`src/rtl/clt_norm_accum.sv`:
```
// Central-limit accumulator: sums NUM_SUM multiplier products, rounds/shifts/saturates into one normal sample.
// Optional macro CLT_SAT_FLAG_EN adds the out_sat port flagging clamped samples.
module clt_norm_accum #(
    parameter int PROD_W  = 25,
    parameter int NUM_SUM = 12,
    parameter int SHIFT   = 9,
    parameter int OUT_W   = 16,
    parameter int MUL_LAT = 3
) (
    input  logic              clk,
    input  logic              reset,
    input  logic              in_valid,
    output logic              in_ready,
    output logic              mul_ce,
    input  logic [PROD_W-1:0] mul_dout,
    output logic              out_valid,
    input  logic              out_ready,
`ifdef CLT_SAT_FLAG_EN
    output logic              out_sat,
`endif
    output logic [OUT_W-1:0]  out_data
);

    localparam int CNT_W = $clog2(NUM_SUM);
    localparam int ACC_W = PROD_W + CNT_W;
    // One guard bit so adding the rounding half can never wrap.
    localparam int RND_W = ACC_W + 1;

    localparam logic [CNT_W-1:0]        CNT_LAST = CNT_W'(NUM_SUM - 1);
    localparam logic [RND_W-1:0]        RND_HALF = {{(RND_W-1){1'b0}}, 1'b1} << (SHIFT - 1);
    localparam logic signed [RND_W-1:0] SAT_MAX  = {{(RND_W-OUT_W+1){1'b0}}, {(OUT_W-1){1'b1}}};
    localparam logic signed [RND_W-1:0] SAT_MIN  = {{(RND_W-OUT_W+1){1'b1}}, {(OUT_W-1){1'b0}}};

    logic [MUL_LAT-1:0]        r_vsr;
    logic signed [ACC_W-1:0]   r_acc;
    logic [CNT_W-1:0]          r_cnt;
    logic                      r_out_valid;
    logic [OUT_W-1:0]          r_out_data;

    logic                      w_stall;
    logic                      w_accept;
    logic                      w_consume;
    logic                      w_final;
    logic signed [ACC_W-1:0]   w_prod_ext;
    logic signed [ACC_W-1:0]   w_sum;
    logic signed [RND_W-1:0]   w_rnd;
    logic signed [RND_W-1:0]   w_shifted;
    logic                      w_sat_hi;
    logic                      w_sat_lo;
    logic [OUT_W-1:0]          w_sample;

    assign w_stall    = r_out_valid && !out_ready;
    assign mul_ce     = !w_stall;
    assign in_ready   = !w_stall;
    assign w_accept   = in_valid && in_ready;
    assign w_consume  = mul_ce && r_vsr[MUL_LAT-1];
    assign w_final    = w_consume && (r_cnt == CNT_LAST);

    assign w_prod_ext = {{(ACC_W-PROD_W){mul_dout[PROD_W-1]}}, mul_dout};
    assign w_sum      = r_acc + w_prod_ext;
    assign w_rnd      = {w_sum[ACC_W-1], w_sum} + RND_HALF;
    assign w_shifted  = w_rnd >>> SHIFT;
    assign w_sat_hi   = w_shifted > SAT_MAX;
    assign w_sat_lo   = w_shifted < SAT_MIN;

    // NOTE: give every always_comb output a value on every path so no latch is inferred.
    always_comb begin
        w_sample = w_shifted[OUT_W-1:0];
        if (w_sat_hi) begin
            w_sample = {1'b0, {(OUT_W-1){1'b1}}};
        end else if (w_sat_lo) begin
            w_sample = {1'b1, {(OUT_W-1){1'b0}}};
        end
    end

    // NOTE: sequential state uses non-blocking assignments so every register samples pre-edge values.
    always_ff @(posedge clk) begin
        if (reset) begin
            r_vsr       <= '0;
            r_acc       <= '0;
            r_cnt       <= '0;
            r_out_valid <= 1'b0;
            r_out_data  <= '0;
        end else begin
            if (mul_ce) begin
                r_vsr <= (r_vsr << 1) | MUL_LAT'(w_accept);
            end
            if (w_consume) begin
                if (w_final) begin
                    r_acc <= '0;
                    r_cnt <= '0;
                end else begin
                    r_acc <= w_sum;
                    r_cnt <= r_cnt + CNT_W'(1);
                end
            end
            // A new sample may overwrite an accepted one; a stall blocks w_final entirely.
            if (w_final) begin
                r_out_valid <= 1'b1;
                r_out_data  <= w_sample;
            end else if (r_out_valid && out_ready) begin
                r_out_valid <= 1'b0;
            end
        end
    end

`ifdef CLT_SAT_FLAG_EN
    logic r_sat;

    always_ff @(posedge clk) begin
        if (reset) begin
            r_sat <= 1'b0;
        end else if (w_final) begin
            r_sat <= w_sat_hi || w_sat_lo;
        end
    end

    assign out_sat = r_sat;
`endif

    assign out_valid = r_out_valid;
    assign out_data  = r_out_data;

endmodule

```
`config.mk`:
```
export PLATFORM = sky130hd
export DESIGN_NAME = clt_norm_accum
export DESIGN_NICKNAME = d
export VERILOG_FILES = /design/src/rtl/clt_norm_accum.sv
export SDC_FILE = /design/constraint.sdc
export NUM_CORES = 1
export LEC_CHECK = 0
export BUFFER_PORTS_ARGS = -buffer_cell sky130_fd_sc_hd__buf_2
export CAP_MARGIN = 20
export CORE_MARGIN = 3
export CORE_UTILIZATION = 35
export CTS_BUF_LIST = sky130_fd_sc_hd__clkbuf_4 sky130_fd_sc_hd__clkbuf_8
export DETAILED_ROUTE_END_ITERATION = 8
export PLACE_DENSITY = 0.53
export SETUP_SLACK_MARGIN = 0.1
export SLEW_MARGIN = 40
export SYNTH_ARGS = -nofsm -noshare
export SYNTH_HDL_FRONTEND = slang
export SYNTH_SLANG_ARGS = --single-unit
```
`constraint.sdc`:
```
create_clock -name clk -period 5.3 [get_ports clk]
set_clock_uncertainty 0.15 [all_clocks]
set_input_delay 0.265 -clock clk [delete_from_list [all_inputs] [get_ports clk]]
set_output_delay 0.265 -clock clk [all_outputs]
set_load 0.05 [all_outputs]
```
---- Word-level counts from Yosys, hierarchy flattened ----
Cells that the tools add are included.
cells by class
  equal/unequal tests ..................... 1
  add/subtract/negate cells ............... 3
  multiplexer cells ....................... 6
  reduce and logical (&&, ||, !) cells .... 8
  $lt $le $gt $ge ......................... 2
  bitwise operators ....................... 1
operators with widths
  kind                                                              number
  two-way mux 16 bit                                                2
  adder 29 x 10 -> 30 bit (second input constant)                   1
  adder 29 x 25 -> 29 bit                                           1
  two-way mux 29 bit                                                1
  greater-than comparator 21 x 16 -> 1 bit (second input constant)  1
  < comparator 21 x 16 -> 1 bit (second input constant)             1
  logical AND 1 bit                                                 5
  adder 4 x 1 -> 4 bit (second input constant)                      1
  == test 4 bit (second input constant)                             1
  two-way mux 4 bit                                                 1
  bitwise OR 3 x 1 -> 3 bit                                         1
  logical NOT 1 bit                                                 2
  two-way mux 1 bit                                                 2
  nonzero test 2 bit                                                1
storage, ports and cells
  word-level logic and storage cells ...... 26
  flip-flop bits (word level) ............. 53
  input port bits ......................... 29

---- Longest topological paths before layout ----
  depth in word-level cells ............... 6
  depth in mapped cells ................... 14

---- Worst setup path before layout ----
OpenSTA, ideal clock, no wires.
  kind .................................... flip-flop to flip-flop
  from .................................... register r_acc[0]
  to ...................................... register r_out_data[10] (netlist: out_data[10])
  path slack .............................. 1.272 ns
  clock period less this slack ............ 4.028 ns
  data required time ...................... 5.086 ns
  path buffers ............................ 1
  setup time .............................. 0.064 ns
  data arrival time ....................... 3.814 ns
  stages on the path, launching flop included .. 15
  path through ............................ dfxtp_1 > ha_1 > fa_1 > a21o_1 > a221o_2 > a221o_2 > xor2_1 > and4_4 > nand3_4 > or4_1 > o311a_1 > a21oi_2 > buf_6 > o22ai_1 > nor2_2
on the way
  cells in the longest elaborated chain, start to end .. 5
ends and longest elaborated chain
  element                        RTL line  source
  start, declared                35        logic signed [ACC_W-1:0] r_acc;
  start signal, assigned         93        r_acc <= w_sum;
  adder 29 x 25 -> 29 bit *      60        assign w_sum = r_acc + w_prod_ext;
  adder 29 x 10 -> 30 bit *      61        assign w_rnd = {w_sum[ACC_W-1], w_sum} + RND_HALF;
  < comparator 21 x 16 -> 1 bit  64        assign w_sat_lo = w_shifted < SAT_MIN;
  two-way mux 16 bit             71        end else if (w_sat_lo) begin
  two-way mux 16 bit *           69        if (w_sat_hi) begin
  end signal, assigned           100       r_out_data <= w_sample;
  end, declared                  38        logic [OUT_W-1:0] r_out_data;
Every way passes the cells marked *; elsewhere a longest branch is shown, timed or not.
A chain may end at the register's enable or synchronous reset.

---- Final worst setup path ----
  from .................................... register r_acc[0]
  to ...................................... register r_out_data[13] (netlist: out_data[13])
Same word-level chain as after synthesis.

==> impl_metrics.yaml <==
placed_design:
  dpl-instance-area_mm2: 0.00460
  post-dp-hpwl_um: 9200
  port-buffer-count: 47
  gp_congestion: 0.880
grt:
  met3_usage_pct: 3.34
  antenna_found_initial: 0
  grt_pass1_vias: 3928
  track_usage_pct: 18.3
  busiest_layer: "met2"
  grt_use_met2_pct: 29.6
  grt_pass1_wl_um: 19600
  grt_util_met1_pct: 23.3
  grt_max_degree: 40
  grt_overflow: 0
logic_synthesis:
  synth_top_area_cell: "dfxtp_1"
  synth_seq_cells: 53
  synth_top_area_share_pct: 24.7
  yosys_warnings: 0
  synth_edf_count: 0
  yosys-top-cells-count: "nor2_1 (63), dfxtp_1 (53), nand2_1 (40), a21oi_1 (34)"
  syn_area_mm2: 0.00430
  synth.most_common_cell: "nor2_1"
  async_reset_ff_share_pct: 0
  syn_nets: 582
  synthTopCellsByArea: "dfxtp_1 (25%), ha_1 (8.7%), nor2_1 (5.5%)"
  netlist_instances: 522
  syn_area_per_cell_um2: 8.24
  yosysUniqueCellTypes: 83
  yosysSeqAreaShare_pct: 24.7
  synth_ff_type: "dfxtp_1"
final_layout:
  regArea_mm2: 0.00106
  area_growth_pct: 9.14
  drive_gt1_share_pct: 19.0
  diodes: 0
  fin_area_mm2: 0.00469
  multi_input_area_mm2: 0.00306
  fin_nets: 613
  utilization_pct: 40.1
  fill_cells: 1235
sta:
  maxSlewViolCount: 0
  period_share_pct: 85.8
  min_period_ns: 4.55
  setup_viol: 0
  rsz0062_at_grt: "false"
  fin_setup_tns_ns: 0
  worstMarginPinSlew_ns: 0.699
  hold_ws_ns: 0.0242
  relSlewSlack_pct: 53.4
  max_freq_mhz: 220
  hold_viol_final: 0
power:
  p_sw_mw: 0.303
  p_int_mw: 0.575
  pwr-share-clk_pct: 29.2
  p_seq_share_pct: 46.4
  p_per_area_mw_per_mm2: 187
  ir_drop_mv: 0.0957
  power.share.combinational_pct: 24.4
  power_mw: 0.879
  p_leak_nw: 1.91
  swShare_pct: 34.5
clocking:
  cts_setup_buffers: 0
  cts_tree: "done"
  cts_buffers: 5
  cts-htree-levels: 2
  postCtsHoldBufs: 0
  root_buffer: "clkbuf_8"
  cts_sinks: 53
  cts_buffer_depth: 2
  ctsResizeCount: 0
  clk_latency_ns: 0.34
  clkTransAtPathRegs_ns: 0.10
die:
  die_area_mm2: 0.0136
  core_mm2: 0.0117
  die_h_um: 117
  pin_count: 48
  rows: 39
  fp.dieW_um: 117
  start_util_pct: 36.7
worst_setup_path:
  cp.required_ns: 5.42
  cp_slowest_cell: "a21oi_2"
  path_cells: "ha_1 > fa_1 > a21o_1 > a221o_2 > a221o_2 > xor2_1 > and4_4 > nand3_4 > or4_1 > o311a_1 > a21oi_2 > o22ai_1 > nor2_2"
  crit_type: "register to register"
  critPathCaptureType: "register"
  cp-start-kind: "register"
  critPathMaxFanout: 15
  worst_ep_arrival_time_ns: 4.67
  crit_top_cell: "a221o_2"
  cpPeakStageDelay_ns: 0.51
drt:
  wl_per_cell_um: 17.3
  drt_first_pass_iters: 5
  routed-via-count: 4017
  drtIter0Drc: 242
  vias_per_cell: 5.76
  antenna_left: 0
  drc: 0
  drt-total-wl_um: 12100
worst_hold_path:
  hold_class: "input port to register"
outcome:
  outcome: "finished clean"
flow_run:
  cap_violations: 0
==> cells by family (layout without fill, tap and decap cells) <==
family	after synthesis	in the layout	share of synthesized area [%]
AND/OR/NAND/NOR	191	191	23.2
AO/OA/AOI/OAI	170	170	29.5
flip-flops	53	53	24.7
buffers and inverters	35	67	4.10
XOR/XNOR	33	33	7.25
adder cells (fa/ha/maj)	31	31	9.20
multiplexers	9	9	2.10
==> through the flow <==
stage          instances  worst slack [ns]
6_report             697             0.755
5_1_grt              697             0.424
4_1_cts              697             0.752
3_5_place_dp         689             0.678
3_3_place_gp         689             0.778
2_1_floorplan        522              1.27
==> flip-flops by register name (all words and copies together) (netlist names) <==
register	cells
r_acc	29
out_data	16
r_cnt	4
r_vsr	3
out_valid	1
==> cells in the final DEF, fill, tap and decap left out, drive strengths merged, types with 7 or more instances in the layout <==
cell and instances:
xnor2 17, inv 9, mux2i 9, a31oi 8
a21o 7, buf 51, o22ai 14, nand2 41
nor3 12, dfxtp 53, nand4 11, nor2 74
and3 8, a22oi 30, xor2 16, ha 30
nand3 14, a21oi 40, o21ai 27
==> routing by layer <==
metal  up-vias  wire (um)
met1      1878       5450
met2        97       5680
met3        27        530
met5         -          0
met4         0        405
li1       2015          -
==> critical path: cells and delay by family, from the launching register on <==
family / cells / cell delay [ns]
compound gates: 6 / 2.09
xor+xnor: 1 / 0.31
fa+ha+maj: 2 / 0.63
flops: 1 / 0.33
simple gates: 4 / 0.97
==> power groups by stage <==
stage,clock (mW),sequential (mW),combinational (mW)
floorplan,0,0.416,0.158
global placement,0,0.417,0.212
detailed placement,0,0.417,0.213
CTS,0.272,0.408,0.214
global route,0.284,0.409,0.237
finish,0.256,0.408,0.214
==> cell type report <==
type                            instances  area share, %
Timing Repair Buffer                   51           5.71
Clock buffer                            5           1.47
Sequential cell                        53           22.6
Clock inverter                          3          0.453
Inverter                                8          0.640
Multi-Input combinational cell        434           65.3
Tap cell                              143           3.81
==> final timing paths <==
| path | from | end | slack, ns | cells past startpoint |
|---|---|---|---|---|
| hold / removal | in_valid | r_vsr[0]$_SDFFE_PP0N_ | 0.02 | 3 |
| setup reg to reg | r_acc[0]$_SDFFE_PP0P_ | out_data[13]$_SDFFE_PP0P_ | 0.75 | 13 |
| setup / recovery | r_acc[0]$_SDFFE_PP0P_ | out_data[13]$_SDFFE_PP0P_ | 0.75 | 13 |
| hold reg to reg | out_data[15]$_SDFFE_PP0P_ | out_data[15]$_SDFFE_PP0P_ | 0.32 | 2 |
Power figures use the tool's default switching activity.
